--- src/rtl/irq_encoder_8b_if.sv ---
// irq_encoder_8b_if: request/grant bus between the 8-to-3 interrupt encoder (slave) and its consumer (master)
interface irq_encoder_8b_if;
  logic       ei_n;
  logic [7:0] req_n;
  logic       ack;
  logic [2:0] code;
  logic       valid;
  logic [7:0] pending;
  logic       gs_n;
  logic       eo_n;
  modport master(output ei_n, req_n, ack, input code, valid, pending, gs_n, eo_n);
  modport slave(input ei_n, req_n, ack, output code, valid, pending, gs_n, eo_n);
endinterface

--- src/rtl/irq_encoder_8b.sv ---
// irq_encoder_8b: sequential 8-to-3 priority interrupt encoder with valid/ack grant and 74LS148-style cascade
//   clk, rst_n (async, active-low); bus.slave: ei_n, req_n[7:0], ack in; code[2:0], valid, pending[7:0], gs_n, eo_n out
//   IRQ_ROUND_ROBIN_EN defined: rotating priority via pointer; undefined: fixed priority 7 > ... > 0
module irq_encoder_8b (
  input logic clk,
  input logic rst_n,
  irq_encoder_8b_if.slave bus
);
  typedef enum logic {IDLE, GRANT} state_t;
  state_t     r_state, w_state_nxt;
  logic [7:0] r_req_prev, r_pending;
  logic [2:0] r_code, w_sel, w_ptr;
  logic [7:0] w_event, w_clr;
  logic       w_accept, w_load;
`ifdef IRQ_ROUND_ROBIN_EN
  logic [2:0] r_ptr;
  always_ff @(posedge clk or negedge rst_n)
    if (!rst_n) r_ptr <= 3'd7;
    else if (w_accept) r_ptr <= r_code - 3'd1;
  assign w_ptr = r_ptr;
`else
  assign w_ptr = 3'd7;
`endif
  assign w_event  = r_req_prev & ~bus.req_n & {8{~bus.ei_n}};
  assign w_accept = (r_state == GRANT) && bus.ack;
  assign w_clr    = w_accept ? (8'd1 << r_code) : 8'd0;
  // Search from w_ptr downward with wrap; the last hit (k=0, the pointer itself) has highest priority.
  always_comb begin
    w_sel = 3'd0;
    for (int k = 7; k >= 0; k--)
      if (r_pending[3'(w_ptr - 3'(k))]) w_sel = 3'(w_ptr - 3'(k));
  end
  always_comb begin
    w_state_nxt = r_state;
    w_load = 1'b0;
    if (r_state == IDLE) begin
      w_load = !bus.ei_n && (|r_pending);
      w_state_nxt = w_load ? GRANT : IDLE;
    end else
      w_state_nxt = bus.ack ? IDLE : GRANT;
  end
  always_ff @(posedge clk or negedge rst_n)
    if (!rst_n) begin
      r_state <= IDLE;
      r_req_prev <= 8'hFF;
      r_pending <= 8'h00;
      r_code <= 3'd0;
    end else begin
      r_state <= w_state_nxt;
      r_req_prev <= bus.req_n;
      r_pending <= (r_pending & ~w_clr) | w_event;
      if (w_load) r_code <= w_sel;
    end
  assign bus.code    = r_code;
  assign bus.valid   = r_state == GRANT;
  assign bus.pending = r_pending;
  assign bus.gs_n    = bus.ei_n | ~(|r_pending);
  assign bus.eo_n    = bus.ei_n | (|r_pending);
endmodule

--- src/flat_wrapper.sv ---
// flat-port wrapper written by rule: the top's interface ports become plain ports
module irq_encoder_8b_flat 
  (clk, rst_n, bus_ei_n, bus_req_n, bus_ack, bus_code, bus_valid, bus_pending, bus_gs_n, bus_eo_n);
  irq_encoder_8b_if bus_i ();
  input logic clk;
  input logic rst_n;
  input wire logic [$bits(bus_i.ei_n)-1:0] bus_ei_n;
  input wire logic [$bits(bus_i.req_n)-1:0] bus_req_n;
  input wire logic [$bits(bus_i.ack)-1:0] bus_ack;
  output wire logic [$bits(bus_i.code)-1:0] bus_code;
  output wire logic [$bits(bus_i.valid)-1:0] bus_valid;
  output wire logic [$bits(bus_i.pending)-1:0] bus_pending;
  output wire logic [$bits(bus_i.gs_n)-1:0] bus_gs_n;
  output wire logic [$bits(bus_i.eo_n)-1:0] bus_eo_n;
  assign bus_i.ei_n = bus_ei_n;
  assign bus_i.req_n = bus_req_n;
  assign bus_i.ack = bus_ack;
  assign bus_code = bus_i.code;
  assign bus_valid = bus_i.valid;
  assign bus_pending = bus_i.pending;
  assign bus_gs_n = bus_i.gs_n;
  assign bus_eo_n = bus_i.eo_n;
  irq_encoder_8b u_core (.clk(clk), .rst_n(rst_n), .bus(bus_i));
endmodule
--- config.mk ---
export PLATFORM = sky130hd
export DESIGN_NAME = irq_encoder_8b_flat
export DESIGN_NICKNAME = d
export VERILOG_FILES = /design/src/rtl/irq_encoder_8b_if.sv /design/src/rtl/irq_encoder_8b.sv /design/src/flat_wrapper.sv
export SDC_FILE = /design/constraint.sdc
export NUM_CORES = 1
export LEC_CHECK = 0
export ABC_AREA = 1
export CELL_PAD_IN_SITES_DETAIL_PLACEMENT = 1
export CELL_PAD_IN_SITES_GLOBAL_PLACEMENT = 1
export CORE_MARGIN = 5
export CORE_UTILIZATION = 35
export DETAILED_ROUTE_END_ITERATION = 7
export PLACE_DENSITY = 0.89
export SETUP_SLACK_MARGIN = 0.05
export SLEW_MARGIN = 20
export SYNTH_ARGS = -nofsm -noshare
export SYNTH_HDL_FRONTEND = slang
export SYNTH_SLANG_ARGS = --single-unit
export TNS_END_PERCENT = 50
--- constraint.sdc ---
create_clock -name clk -period 1.6 [get_ports clk]
set_input_delay 0.16 -clock clk [delete_from_list [all_inputs] [get_ports clk]]
set_output_delay 0.16 -clock clk [all_outputs]
set_load 0.02 [all_outputs]
==> out/qor.csv <==
metric,value,unit
Max-Cap Viols,0,
Worst-Margin Slew,0.257,ns
GRT Resource Usage Total,16.1,%
clk_skew,0.00324,ns
vias in the first global route,903,
fraction of layout instances using a drive strength above 1,28.0,%
detailed route wirelength on metal2,1.33,mm
design area,1270,sq um
yosys warns,0,
Die Y,58.5,um
highest layer used for signal routing,met4,
Area Overhead vs Synth,54.3,%
Slew HR,82.9,%
Crit path top cell by count,nor2_2,
Iteration-0 DRC Markers,13,
Detail Route Antenna Nets,0,
critical path startpoint category,flip-flop,
drt first pass iters,4,
Synth Register Bits,20,
met3 wire len,89,um
final hold slack,0.187,ns
Fin. Hold Viols,0,
die area,3420,sq um
Setup crit end kind,output port,
setup repair after global routing missed its margin,yes,
CTS Root Cell,clkbuf_4,
Sink Count,20,
Hold Path Class,input pin to asynchronous set/reset pin,
global-route wire length before repair,4.21,mm
Syn Nets,101,
Synth cell types,14,
CP cell instances,nor2_2 > nand2_2 > nor2_4 > nor2_2 > inv_1 > buf_4,
Synth Instances,89,
HPWL after DPL,1.94,mm
CTS max path bufs,2,
RR Startpoint,u_core.bus.pending[7],
CP max stage delay,0.41,ns
FF-to-FF path depth,7,
power per cell area,1330,nW/um^2
Placed Area,1210,sq um
Tmin final,1.51,ns
clk slew on worst S/H paths,0.12,ns
CP required,1.44,ns
wl on met1,1.02,mm
outcome,"complete, no violations",
fin. max-slew vios,0,
fill count,266,
CP max-delay cell,dfrtp_1,
number of top-level pins,26,
CP Max Fanout,3,
Initial Util,36.9,%
FP Rows,17,
Worst VDD drop,0.000831,V
synthesized area per cell,9.25,sq um
via density per instance,4.88,
DRC,0,
htree depth,1,
vias,781,
top cell family by delay on the critical path,simple AND/OR/NAND/NOR gates,
Die Width,58.5,um
"Clk Latency, worst-skew pair",0.30,ns
flop-to-flop setup slack,0.32,ns
n_diodes,0,
Buf/Inv on CP,2,
LEAKAGE,0.609,nW
Mapped Area,823,sq um
f_max,664,MHz
core area,2230,sq um
DR WL/cell,15.4,um
CTS tree,yes,
Post-Route WL,2.47,mm
Layout Nets,145,
placer's final routability congestion estimate,0.770,
fin crit share,94.1,%
RR Endpoint,u_core.bus.valid,
Buffers on Ports,25,
Crit Path Class,flip-flop to output port,
antenna violations before repair,0,
total gr overflow,0,
largest net degree at the start of global routing,21,
TritonCTS buffer count,3,
Worst EP arrival,1.35,ns
sequential fraction of the synthesis area,62.0,%
setup violators final,0,
-- power breakdown --
part	internal [mW]	switching, mW	leakage [nW]
clock	0.139	0.163	0.0210
combinational	0.309	0.368	0.378
sequential	0.614	0.0924	0.210
-- cells in the final DEF (no fill, tap or decap), drive strengths merged, types with 3 or more instances in the layout --
master,n
o21ai,17
dlygate4sd2,3
inv,10
dfstp,8
nand2,31
buf,16
clkdlybuf4s50,13
clkbuf,4
dlymetal6s2s,7
dfrtp,12
nor2,6
-- worst max path at each step --
stage | slack [ns] | cells after the start | endpoint | start
6_report | 0.09 | 6 | bus_gs_n | u_core.bus.pending[7]
5_1_grt | -0.005 | 6 | bus_gs_n | u_core.bus.pending[7]
4_1_cts | 0.02 | 2 | bus_pending[7] | u_core.bus.pending[7]
3_5_place_dp | -0.07 | 6 | bus_gs_n | u_core.bus.pending[2]
3_3_place_gp | 0.02 | 4 | bus_eo_n | bus_ei_n
2_1_floorplan | 0.42 | 5 | bus_gs_n | u_core.bus.pending[7]
-- routing by layer --
layer / GRT usage [%] / up-vias
met5: 0 / -
met4: 3.64 / 0
met3: 2.41 / 4
met2: 30.3 / 19
met1: 19.1 / 392
li1: - / 366
-- cell usage after synthesis, drive strengths merged --
cell	number	share of area [%]
nand2	31	15
inv	10	4.6
dfrtp	12	36
nor2	6	4.3
nor3	1	1.2
o31ai	1	0.91
o21ai	17	10
nand3b	1	0.91
dfstp	8	26
clkinv	1	0.46
nand3	1	0.61
-- through the flow --
step	std cells	setup TNS (ns)	setup slack (ns)	utilization, %	power (mW)
2_1_floorplan	89	0	0.420	-	0.986
3_3_place_gp	155	0	0.0182	54.0	1.37
3_5_place_dp	155	-0.112	-0.0663	54.0	1.41
4_1_cts	160	0	0.0180	55.6	1.71
5_1_grt	160	-0.00532	-0.00532	56.9	1.80
6_report	160	0	0.0942	56.9	1.69
-- flip-flops by register name (all words and copies together), names as in the netlist --
name	cells
u_core.bus.code	3
u_core.bus.valid	1
u_core.r_req_prev	8
u_core.bus.pending	8
-- worst register-to-register path, stage by stage (launching register included) --
cell	delay [ns]
dfrtp_1	0.41
nor2_2	0.16
nand2_2	0.10
nor2_4	0.14
nor2_2	0.05
buf_4	0.13
nand2_2	0.08
o21ai_0	0.10
-- cell type report --
type | count | area, sq um | area share (%)
inverter | 11 | 41.3 | 3.25
timing repair buffer | 39 | 368 | 29.0
sequential | 20 | 510 | 40.2
tap | 28 | 35.0 | 2.76
multi-input combinational | 58 | 279 | 22.0
clock buffer | 4 | 36.3 | 2.86
-- cell families (layout without fill, tap and decap cells) --
logic type | after synthesis | count (layout) | synth area share (%)
compound gates | 18 | 18 | 11.2
buf+inv | 11 | 54 | 5.02
flops | 20 | 20 | 62.0
simple gates | 40 | 40 | 21.7
-- what timing repair did --
item / 4_1_cts / 5_1_grt
buffers inserted: 1 / 0
setup endpoints to repair: 11 / 9
pin swaps: 1 / 2
hold buffers: 0 / 0
resized for setup: 13 / 11
No activity file was read; power rests on OpenSTA's default activity.
